[src/rtl/cop0_pkg.sv]
// Shared COP0 register addresses, field positions and sequencer state encodings.
package cop0_pkg;

  localparam logic [4:0] RD_BADVADDR = 5'd8;
  localparam logic [4:0] RD_COUNT    = 5'd9;
  localparam logic [4:0] RD_COMPARE  = 5'd11;
  localparam logic [4:0] RD_STATUS   = 5'd12;
  localparam logic [4:0] RD_CAUSE    = 5'd13;
  localparam logic [4:0] RD_EPC      = 5'd14;
  localparam logic [4:0] RD_EBASE    = 5'd15;
  localparam logic [4:0] RD_ERROREPC = 5'd30;

  localparam logic [2:0] SEL_BADVADDR = 3'd0;
  localparam logic [2:0] SEL_COUNT    = 3'd0;
  localparam logic [2:0] SEL_COMPARE  = 3'd0;
  localparam logic [2:0] SEL_STATUS   = 3'd0;
  localparam logic [2:0] SEL_CAUSE    = 3'd0;
  localparam logic [2:0] SEL_EPC      = 3'd0;
  localparam logic [2:0] SEL_EBASE    = 3'd1;
  localparam logic [2:0] SEL_ERROREPC = 3'd0;

  localparam int STATUS_EXL    = 1;
  localparam int STATUS_ERL    = 2;
  localparam int CAUSE_BD      = 31;
  localparam int CAUSE_EXC_LSB = 2;
  localparam logic [31:0] CAUSE_EXC_MASK = 32'h0000_007C;

  typedef logic [2:0] cop0_state_t;

  localparam cop0_state_t ST_IDLE        = 3'd0;
  localparam cop0_state_t ST_EXC_EPC     = 3'd1;
  localparam cop0_state_t ST_EXC_BADV    = 3'd2;
  localparam cop0_state_t ST_EXC_CAUSE   = 3'd3;
  localparam cop0_state_t ST_EXC_STATUS  = 3'd4;
  localparam cop0_state_t ST_EXC_VEC     = 3'd5;
  localparam cop0_state_t ST_ERET_STATUS = 3'd6;
  localparam cop0_state_t ST_ERET_PC     = 3'd7;

  function automatic logic [31:0] epc_value(input logic [31:0] pc, input logic bd);
    return bd ? (pc - 32'd4) : pc;
  endfunction

endpackage

[src/rtl/cop0_timer.sv]
// Count/Compare shadow registers with prescaler, deferred-writeback flag and timer interrupt.
module cop0_timer
  import cop0_pkg::*;
#(
  parameter int COUNT_DIV = 2
) (
  input  logic        clk,
  input  logic        reset,
  input  logic        load_count,
  input  logic        load_compare,
  input  logic [31:0] load_data,
  input  logic        wb_taken,
  output logic [31:0] count_q,
  output logic        count_pend,
  output logic        timer_irq
);

  localparam int PW = (COUNT_DIV > 1) ? $clog2(COUNT_DIV) : 1;
  localparam logic [PW-1:0] PRE_LAST = PW'(COUNT_DIV - 1);

  logic [PW-1:0] prescaler;
  logic [31:0]   compare_q;
  logic          tick;

  // A Count load restarts the prescaler, so it also suppresses this cycle's tick.
  assign tick = (prescaler == PRE_LAST) && !load_count;

  always_ff @(posedge clk) begin
    if (reset) begin
      prescaler  <= '0;
      count_q    <= '0;
      compare_q  <= '0;
      count_pend <= 1'b0;
      timer_irq  <= 1'b0;
    end else begin
      if (load_count) begin
        count_q   <= load_data;
        prescaler <= '0;
      end else if (tick) begin
        count_q   <= count_q + 32'd1;
        prescaler <= '0;
      end else begin
        prescaler <= prescaler + PW'(1);
      end

      // A tick landing on the writeback cycle must leave the flag set for the new value.
      if (load_count)    count_pend <= 1'b0;
      else if (tick)     count_pend <= 1'b1;
      else if (wb_taken) count_pend <= 1'b0;

      if (load_compare) compare_q <= load_data;

      if (load_compare)                              timer_irq <= 1'b0;
      else if (tick && (count_q + 32'd1 == compare_q)) timer_irq <= 1'b1;
    end
  end

endmodule

[src/rtl/cop0_sequencer.sv]
// Sequences every COP0 register file access: exception entry, ERET, MTC0/MFC0 and Count writeback.
//
// state          | meaning
// IDLE           | pipeline MFC0 on read port; accepts exc/eret/mtc0; Count writeback
// EXC_EPC        | read Status, latch EXL, write EPC when EXL was clear
// EXC_BADV       | write BadVAddr when the exception carries one
// EXC_CAUSE      | read-modify-write Cause ExcCode (and BD when EXL was clear)
// EXC_STATUS     | set Status.EXL
// EXC_VEC        | read EBase, redirect to the general exception vector
// ERET_STATUS    | clear ERL if set, else clear EXL; remember which
// ERET_PC        | read ErrorEPC or EPC and redirect there
module cop0_sequencer
  import cop0_pkg::*;
#(
  parameter int          COUNT_DIV  = 2,
  parameter logic [31:0] VEC_OFFSET = 32'h180
) (
  input  logic        clk,
  input  logic        reset,
  input  logic        exc_valid,
  input  logic [4:0]  exc_code,
  input  logic [31:0] exc_pc,
  input  logic        exc_bd,
  input  logic        exc_has_badvaddr,
  input  logic [31:0] exc_badvaddr,
  input  logic        eret_valid,
  input  logic        mtc0_valid,
  input  logic [4:0]  mtc0_rd,
  input  logic [2:0]  mtc0_sel,
  input  logic [31:0] mtc0_data,
  output logic        mtc0_ready,
  input  logic [4:0]  mfc0_rd,
  input  logic [2:0]  mfc0_sel,
  output logic [31:0] mfc0_data,
  output logic        cp0_we,
  output logic [4:0]  cp0_wrd,
  output logic [2:0]  cp0_wsel,
  output logic [31:0] cp0_wdata,
  output logic [4:0]  cp0_rrd,
  output logic [2:0]  cp0_rsel,
  input  logic [31:0] cp0_rdata,
  output logic        busy,
  output logic        redirect_valid,
  output logic [31:0] redirect_pc,
  output logic        timer_irq
);

  cop0_state_t state_q, state_d;

  logic [4:0]  code_q;
  logic [31:0] pc_q;
  logic        bd_q;
  logic        has_badv_q;
  logic [31:0] badv_q;
  logic        exl_q;
  logic        erl_q;

  logic        we_raw;
  logic        redirect_raw;
  logic        exc_accept;
  logic        mtc0_accept;
  logic        count_wb;
  logic [31:0] count_q;
  logic        count_pend;
  logic [31:0] cause_new;

  always_comb begin
    cause_new = (cp0_rdata & ~CAUSE_EXC_MASK) | ({27'b0, code_q} << CAUSE_EXC_LSB);
    if (!exl_q) cause_new[CAUSE_BD] = bd_q;
  end

  always_comb begin
    state_d      = state_q;
    we_raw       = 1'b0;
    cp0_wrd      = '0;
    cp0_wsel     = '0;
    cp0_wdata    = '0;
    cp0_rrd      = mfc0_rd;
    cp0_rsel     = mfc0_sel;
    redirect_raw = 1'b0;
    redirect_pc  = '0;
    mtc0_ready   = 1'b0;
    exc_accept   = 1'b0;
    mtc0_accept  = 1'b0;
    count_wb     = 1'b0;

    case (state_q)
      ST_IDLE: begin
        mtc0_ready = !exc_valid && !eret_valid;
        if (exc_valid) begin
          exc_accept = 1'b1;
          state_d    = ST_EXC_EPC;
        end else if (eret_valid) begin
          state_d = ST_ERET_STATUS;
        end else if (mtc0_valid) begin
          mtc0_accept = 1'b1;
          we_raw      = 1'b1;
          cp0_wrd     = mtc0_rd;
          cp0_wsel    = mtc0_sel;
          cp0_wdata   = mtc0_data;
        end else if (count_pend) begin
          count_wb  = 1'b1;
          we_raw    = 1'b1;
          cp0_wrd   = RD_COUNT;
          cp0_wsel  = SEL_COUNT;
          cp0_wdata = count_q;
        end
      end
      ST_EXC_EPC: begin
        cp0_rrd  = RD_STATUS;
        cp0_rsel = SEL_STATUS;
        if (!cp0_rdata[STATUS_EXL]) begin
          we_raw    = 1'b1;
          cp0_wrd   = RD_EPC;
          cp0_wsel  = SEL_EPC;
          cp0_wdata = epc_value(pc_q, bd_q);
        end
        state_d = ST_EXC_BADV;
      end
      ST_EXC_BADV: begin
        if (has_badv_q) begin
          we_raw    = 1'b1;
          cp0_wrd   = RD_BADVADDR;
          cp0_wsel  = SEL_BADVADDR;
          cp0_wdata = badv_q;
        end
        state_d = ST_EXC_CAUSE;
      end
      ST_EXC_CAUSE: begin
        cp0_rrd   = RD_CAUSE;
        cp0_rsel  = SEL_CAUSE;
        we_raw    = 1'b1;
        cp0_wrd   = RD_CAUSE;
        cp0_wsel  = SEL_CAUSE;
        cp0_wdata = cause_new;
        state_d   = ST_EXC_STATUS;
      end
      ST_EXC_STATUS: begin
        cp0_rrd   = RD_STATUS;
        cp0_rsel  = SEL_STATUS;
        we_raw    = 1'b1;
        cp0_wrd   = RD_STATUS;
        cp0_wsel  = SEL_STATUS;
        cp0_wdata = cp0_rdata | 32'h0000_0002;
        state_d   = ST_EXC_VEC;
      end
      ST_EXC_VEC: begin
        cp0_rrd      = RD_EBASE;
        cp0_rsel     = SEL_EBASE;
        redirect_raw = 1'b1;
        redirect_pc  = {cp0_rdata[31:12], 12'h000} + VEC_OFFSET;
        state_d      = ST_IDLE;
      end
      ST_ERET_STATUS: begin
        cp0_rrd   = RD_STATUS;
        cp0_rsel  = SEL_STATUS;
        we_raw    = 1'b1;
        cp0_wrd   = RD_STATUS;
        cp0_wsel  = SEL_STATUS;
        cp0_wdata = cp0_rdata[STATUS_ERL] ? (cp0_rdata & ~32'h0000_0004)
                                          : (cp0_rdata & ~32'h0000_0002);
        state_d   = ST_ERET_PC;
      end
      ST_ERET_PC: begin
        cp0_rrd      = erl_q ? RD_ERROREPC  : RD_EPC;
        cp0_rsel     = erl_q ? SEL_ERROREPC : SEL_EPC;
        redirect_raw = 1'b1;
        redirect_pc  = cp0_rdata;
        state_d      = ST_IDLE;
      end
      default: state_d = ST_IDLE;
    endcase
  end

  // Reset must abort a sequence immediately, including the write of the current cycle.
  assign cp0_we         = we_raw && !reset;
  assign redirect_valid = redirect_raw && !reset;
  assign busy           = (state_q != ST_IDLE);
  assign mfc0_data      = busy ? 32'h0 : cp0_rdata;

  always_ff @(posedge clk) begin
    if (reset) begin
      state_q    <= ST_IDLE;
      code_q     <= '0;
      pc_q       <= '0;
      bd_q       <= 1'b0;
      has_badv_q <= 1'b0;
      badv_q     <= '0;
      exl_q      <= 1'b0;
      erl_q      <= 1'b0;
    end else begin
      state_q <= state_d;
      if (exc_accept) begin
        code_q     <= exc_code;
        pc_q       <= exc_pc;
        bd_q       <= exc_bd;
        has_badv_q <= exc_has_badvaddr;
        badv_q     <= exc_badvaddr;
      end
      if (state_q == ST_EXC_EPC)     exl_q <= cp0_rdata[STATUS_EXL];
      if (state_q == ST_ERET_STATUS) erl_q <= cp0_rdata[STATUS_ERL];
    end
  end

  cop0_timer #(.COUNT_DIV(COUNT_DIV)) u_timer (
    .clk          (clk),
    .reset        (reset),
    .load_count   (mtc0_accept && (mtc0_rd == RD_COUNT)   && (mtc0_sel == SEL_COUNT)),
    .load_compare (mtc0_accept && (mtc0_rd == RD_COMPARE) && (mtc0_sel == SEL_COMPARE)),
    .load_data    (mtc0_data),
    .wb_taken     (count_wb),
    .count_q      (count_q),
    .count_pend   (count_pend),
    .timer_irq    (timer_irq)
  );

endmodule
[config.mk]
export PLATFORM = sky130hd
export DESIGN_NAME = cop0_sequencer
export DESIGN_NICKNAME = d
export VERILOG_FILES = /design/src/rtl/cop0_pkg.sv /design/src/rtl/cop0_timer.sv /design/src/rtl/cop0_sequencer.sv
export SDC_FILE = /design/constraint.sdc
export NUM_CORES = 1
export LEC_CHECK = 0
export BUFFER_PORTS_ARGS = -buffer_cell sky130_fd_sc_hd__buf_2
export CAP_MARGIN = 0
export CORE_ASPECT_RATIO = 1.5
export CORE_MARGIN = 4
export CORE_UTILIZATION = 53
export DETAILED_ROUTE_END_ITERATION = 7
export GPL_ROUTABILITY_DRIVEN = 0
export PLACE_DENSITY = 0.89
export SLEW_MARGIN = 10
export SYNTH_ARGS = -nofsm -noshare
export SYNTH_HDL_FRONTEND = slang
export SYNTH_HIERARCHICAL = 1
export SYNTH_SLANG_ARGS = --single-unit
[constraint.sdc]
create_clock -name clk -period 3.2 [get_ports clk]
set_clock_uncertainty 0.2 [all_clocks]
set_input_delay 0.32 -clock clk [delete_from_list [all_inputs] [get_ports clk]]
set_output_delay 0.32 -clock clk [all_outputs]
set_load 0.1 [all_outputs]
==> flow_summary.toml <==
[power_and_ir_drop]
net-switching-power_uw = 2753
power.switching_fraction = 0.4253
power.ir.vdd_worst_mv = 0.4232
power.share.sequential = 0.303
total_power_uw = 6473
power.internal_uw = 3720
p_per_area_mw_per_mm2 = 505.5
power_frac_clock = 0.310
cellLeakagePower_uw = 0.005273
power.combinational.fraction = 0.387

[clock_tree]
clk_latency_ps = 430
cts_buffer_depth = 2
cts_num_sinks = 143
clock_tree_from_tritoncts = "done"
cts-htree-levels = 4
ctsRootBufferMaster = "sky130_fd_sc_hd__clkbuf_16"
cts_buffers = 17
clk_pin_slew_ps = 70

[timing]
period_share = 1.019
post-route-worst-setup-slack_ps = -59.45
timing.fmax_mhz = 306.8
worst_pin_slew_ps = 992.5
hold_viol = 0
timing.final.setup_violations = 2
timing_max_transition_violations_final = 0
layout_min_cycle_time_ps = 3259
slew_headroom = 0.3383
setup-tns-final_ps = -80.05

[synth]
synth_common_cells = "198 x sky130_fd_sc_hd__nand2_1, 143 x sky130_fd_sc_hd__dfxtp_1, 136 x sky130_fd_sc_hd__nor2_1"
synth_xor_area_frac = 0.09532
post_synth_instance_area_mm2 = 0.009005
yosys_warnings = 6
synth-seq-cells = 143
synth_async_sr_flop_share = 0
synth_area_leaders = "sky130_fd_sc_hd__dfxtp_1 32%, sky130_fd_sc_hd__nand2_1 8.3%, sky130_fd_sc_hd__a21oi_1 6.6%, sky130_fd_sc_hd__xnor2_1 6.5%, sky130_fd_sc_hd__nor2_1 5.7%"
yosys-mux-area-fraction = 0.05224
synth_top_area_frac = 0.3179
ys_seq_area_frac = 0.3179
synth_simple_gate_area_frac = 0.3055
library_cell_occupying_the_most_area_in_the_post_synthesis_netlist = "sky130_fd_sc_hd__dfxtp_1"
synth_compound_gate_area_share = 0.1773
yosys.cell_types.count = 67
syn_nets = 1351
syn-instance-count = 1193
yosys_most_used_dff = "sky130_fd_sc_hd__dfxtp_1"
synth_edf_count = 0
yosys.cell_count.top_type = "sky130_fd_sc_hd__nand2_1"
synth.avg_cell_area_um2 = 7.548
synth-adder-area-share = 0.002779
synth_top_family_by_area = "simple AND/OR/NAND/NOR gates"

[global_route]
grt_overflow_total = 0
grt_first_pass_wirelength_um = 58860
use_met3 = 0.09255
met1_demand_to_capacity_share_in_global_routing = 0.4421
grt_start_max_net_pins = 94
grt_pass1_vias = 11070
gr-usage-all-layers = 0.3846
grtUsageMet2 = 0.6342
antenna_found_initial = 1
grt_busiest_layer = "met2"

[run_status]
run_status = "complete, but fails checks"
violations_in_the_final_reports = "design-rule violations, negative setup slack"

[drt]
drt_iter0_markers = 1723
viasPerCell = 6.572
vias = 11440
drt_pre_antenna_iters = 8
routed_wl_um = 39380
drt.antenna.violating_nets = 0
drc_errors = 2
wl_cell_um = 22.62

[cells_and_area]
fill_cells = 968
nNetsFinal = 1675
area_growth_pct = 42.20
final-instance-count-excl-fill = 1741
drive_above_1_share = 0.2588
utilization = 0.7638

[setup_path]
worstPathRequired_ps = 2680
criticalPathCategory = "flop to primary output"
ff2ff_setup_slack_ps = 80
cell_family_contributing_the_most_delay_on_the_critical_path = "simple AND/OR/NAND/NOR gates"
worst_setup_ep_type = "primary output"
critical_path_peak_fanout = 9
critical_path.startpoint_type = "flop"
ff2ff_path_depth = 8
slowest_stage = "sky130_fd_sc_hd__or3_1"
timing.critical_path.slowest_cell_delay_ps = 450
crit-reg2reg-capture = "u_timer/timer_irq"
rr_startpoint = "u_timer/count_q[0]"
critPathArrivalTime_ps = 2740
worstPathCellList = "nor4_4, buf_4, nand4_4, or3_1, a31oi_1, o31ai_4, buf_12"
cp_num_buf_inv = 2

[worst_hold_path]
worst_hold_path_type = "input port to flop"
worstHoldPathCells = 3
hold_start = "mtc0_data[16]"
holdPathEnd = "u_timer/count_q[16]"

[floorplanning]
die_w_um = 114.4
start_util = 0.5372
design.die.area_mm2 = 0.01918
die_height_um = 167.6
fp-row-count = 58
floorplan.io_pins = 273
design.core.area_mm2 = 0.01676

[placed_design]
port-buffer-count = 272
detailedPlacementHpwl_um = 24850
cell_count_after_placement = 1609

[run]
drv_cap = 0
[logic make-up (layout without fill, tap and decap cells)]
kind of cell    count (synthesis)  in the layout
simple gates                  546            546
compound gates                250            250
mux                            47             47
xor+xnor                       98             98
buf+inv                       107            444
fa+ha+maj                       2              2
other cells                     0              1
flops                         143            143
[metal layers]
metal,up-vias,part of all wire
met1,5220,0.32
met2,1065,0.47
met3,323,0.12
met5,-,0
met4,0,0.085
li1,4833,-
[final cells by class]
cell class,instances,area [µm²],share of cell area
Antenna cell,1,2.502,0.0001954
Clock buffer,20,466.7,0.03645
Clock inverter,12,125.1,0.009771
Inverter,14,52.55,0.004104
Multi-Input combinational cell,943,5879,0.4592
Sequential cell,143,2869,0.2241
Tap cell,210,262.8,0.02052
Timing Repair Buffer,398,3147,0.2457
[metrics by stage]
stage | setup WS [ps] | area [µm²] | hold WS [ps]
after global routing | -87.24 | 12800 | 12.33
after CTS | 2.985 | 12710 | 0.2378
after floorplan | -189.4 | 9174 | 231.5
final | -59.45 | 12800 | 6.322
after global placement | 359.9 | 11180 | 241.5
after detailed placement | 253.6 | 11180 | 247.7
[worst max-delay path by stage]
stage,start,end,slack [ps],cells past startpoint
6_report,pc_q[8],cp0_wdata[19],-60,7
5_1_grt,pc_q[10],cp0_wdata[19],-90,7
4_1_cts,pc_q[7],cp0_wdata[17],3,6
3_5_place_dp,u_timer/count_q[0],u_timer/timer_irq,250,9
3_3_place_gp,u_timer/count_q[0],u_timer/timer_irq,360,9
2_1_floorplan,pc_q[6],cp0_wdata[10],-190,5
[layout by cell type, fill, tap and decap left out, types with 4 or more instances in the layout]
| cell | synthesis | final |
|---|---|---|
| sky130_fd_sc_hd__xor2_1 | 31 | 31 |
| sky130_fd_sc_hd__nand4_1 | 18 | 18 |
| sky130_fd_sc_hd__nor4_1 | 9 | 9 |
| sky130_fd_sc_hd__buf_12 | 0 | 39 |
| sky130_fd_sc_hd__nand3_1 | 24 | 22 |
| sky130_fd_sc_hd__o21ai_1 | 4 | 4 |
| sky130_fd_sc_hd__dlygate4sd3_1 | 0 | 93 |
| sky130_fd_sc_hd__o21a_1 | 4 | 4 |
| sky130_fd_sc_hd__a221oi_1 | 13 | 13 |
| sky130_fd_sc_hd__o21ai_0 | 22 | 13 |
| sky130_fd_sc_hd__o21ai_2 | 0 | 9 |
| sky130_fd_sc_hd__a22o_1 | 13 | 13 |
| sky130_fd_sc_hd__and4_1 | 6 | 6 |
| sky130_fd_sc_hd__buf_2 | 15 | 229 |
| sky130_fd_sc_hd__inv_6 | 0 | 5 |
| sky130_fd_sc_hd__nand2_1 | 198 | 197 |
| sky130_fd_sc_hd__buf_4 | 3 | 33 |
| sky130_fd_sc_hd__nor3_1 | 22 | 20 |
| sky130_fd_sc_hd__dfxtp_2 | 0 | 5 |
| sky130_fd_sc_hd__nor4_4 | 4 | 4 |
| sky130_fd_sc_hd__o211ai_1 | 8 | 8 |
| sky130_fd_sc_hd__a222oi_1 | 11 | 11 |
| sky130_fd_sc_hd__a31oi_1 | 5 | 4 |
| sky130_fd_sc_hd__inv_1 | 14 | 14 |
| sky130_fd_sc_hd__a21oi_1 | 118 | 118 |
| sky130_fd_sc_hd__xnor2_1 | 67 | 67 |
| sky130_fd_sc_hd__a22oi_1 | 24 | 24 |
| sky130_fd_sc_hd__nor3b_1 | 5 | 5 |
| sky130_fd_sc_hd__or3_1 | 13 | 12 |
| sky130_fd_sc_hd__mux2i_1 | 47 | 47 |
| sky130_fd_sc_hd__and3_1 | 27 | 27 |
| sky130_fd_sc_hd__nor2_1 | 136 | 133 |
| sky130_fd_sc_hd__clkbuf_16 | 0 | 17 |
| sky130_fd_sc_hd__and2_1 | 49 | 49 |
| sky130_fd_sc_hd__dfxtp_1 | 143 | 138 |
[power groups by stage]
stage | Sequential, µW | Clock [µW] | Combinational, µW
2_1_floorplan | 1970 | 0 | 1640
3_3_place_gp | 1980 | 0 | 2270
3_5_place_dp | 1980 | 0 | 2290
4_1_cts | 1950 | 1990 | 2400
5_1_grt | 1970 | 2070 | 2570
6_report | 1960 | 2010 | 2510
[worst register-to-register path: stages, from the launching register on]
cell                      delay [ps]
sky130_fd_sc_hd__dfxtp_1         510
sky130_fd_sc_hd__ha_2            310
sky130_fd_sc_hd__nand3_2         210
sky130_fd_sc_hd__or4_1           680
sky130_fd_sc_hd__nor4_4          410
sky130_fd_sc_hd__buf_4           190
sky130_fd_sc_hd__o21ai_0         100
sky130_fd_sc_hd__a21oi_1         270
sky130_fd_sc_hd__o22ai_2         120
[flip-flops by register name (all words and copies together) (netlist names)]
name	flops
u_timer/count_q	32
exl_q	1
bd_q	1
code_q	5
pc_q	32
u_timer/compare_q	32
u_timer/timer_irq	1
badv_q	32
has_badv_q	1
erl_q	1
u_timer/prescaler	1
u_timer/count_pend	1
state_q	3
[what timing repair did]
action	4_1_cts	5_1_grt
endpoints found under the setup margin	3	33
buffers inserted	0	6
hold buffers	93	0
pin swaps	0	3
resized for setup	3	13
hold endpoints to repair	111	0
No activity file was read; power rests on OpenSTA's default activity.
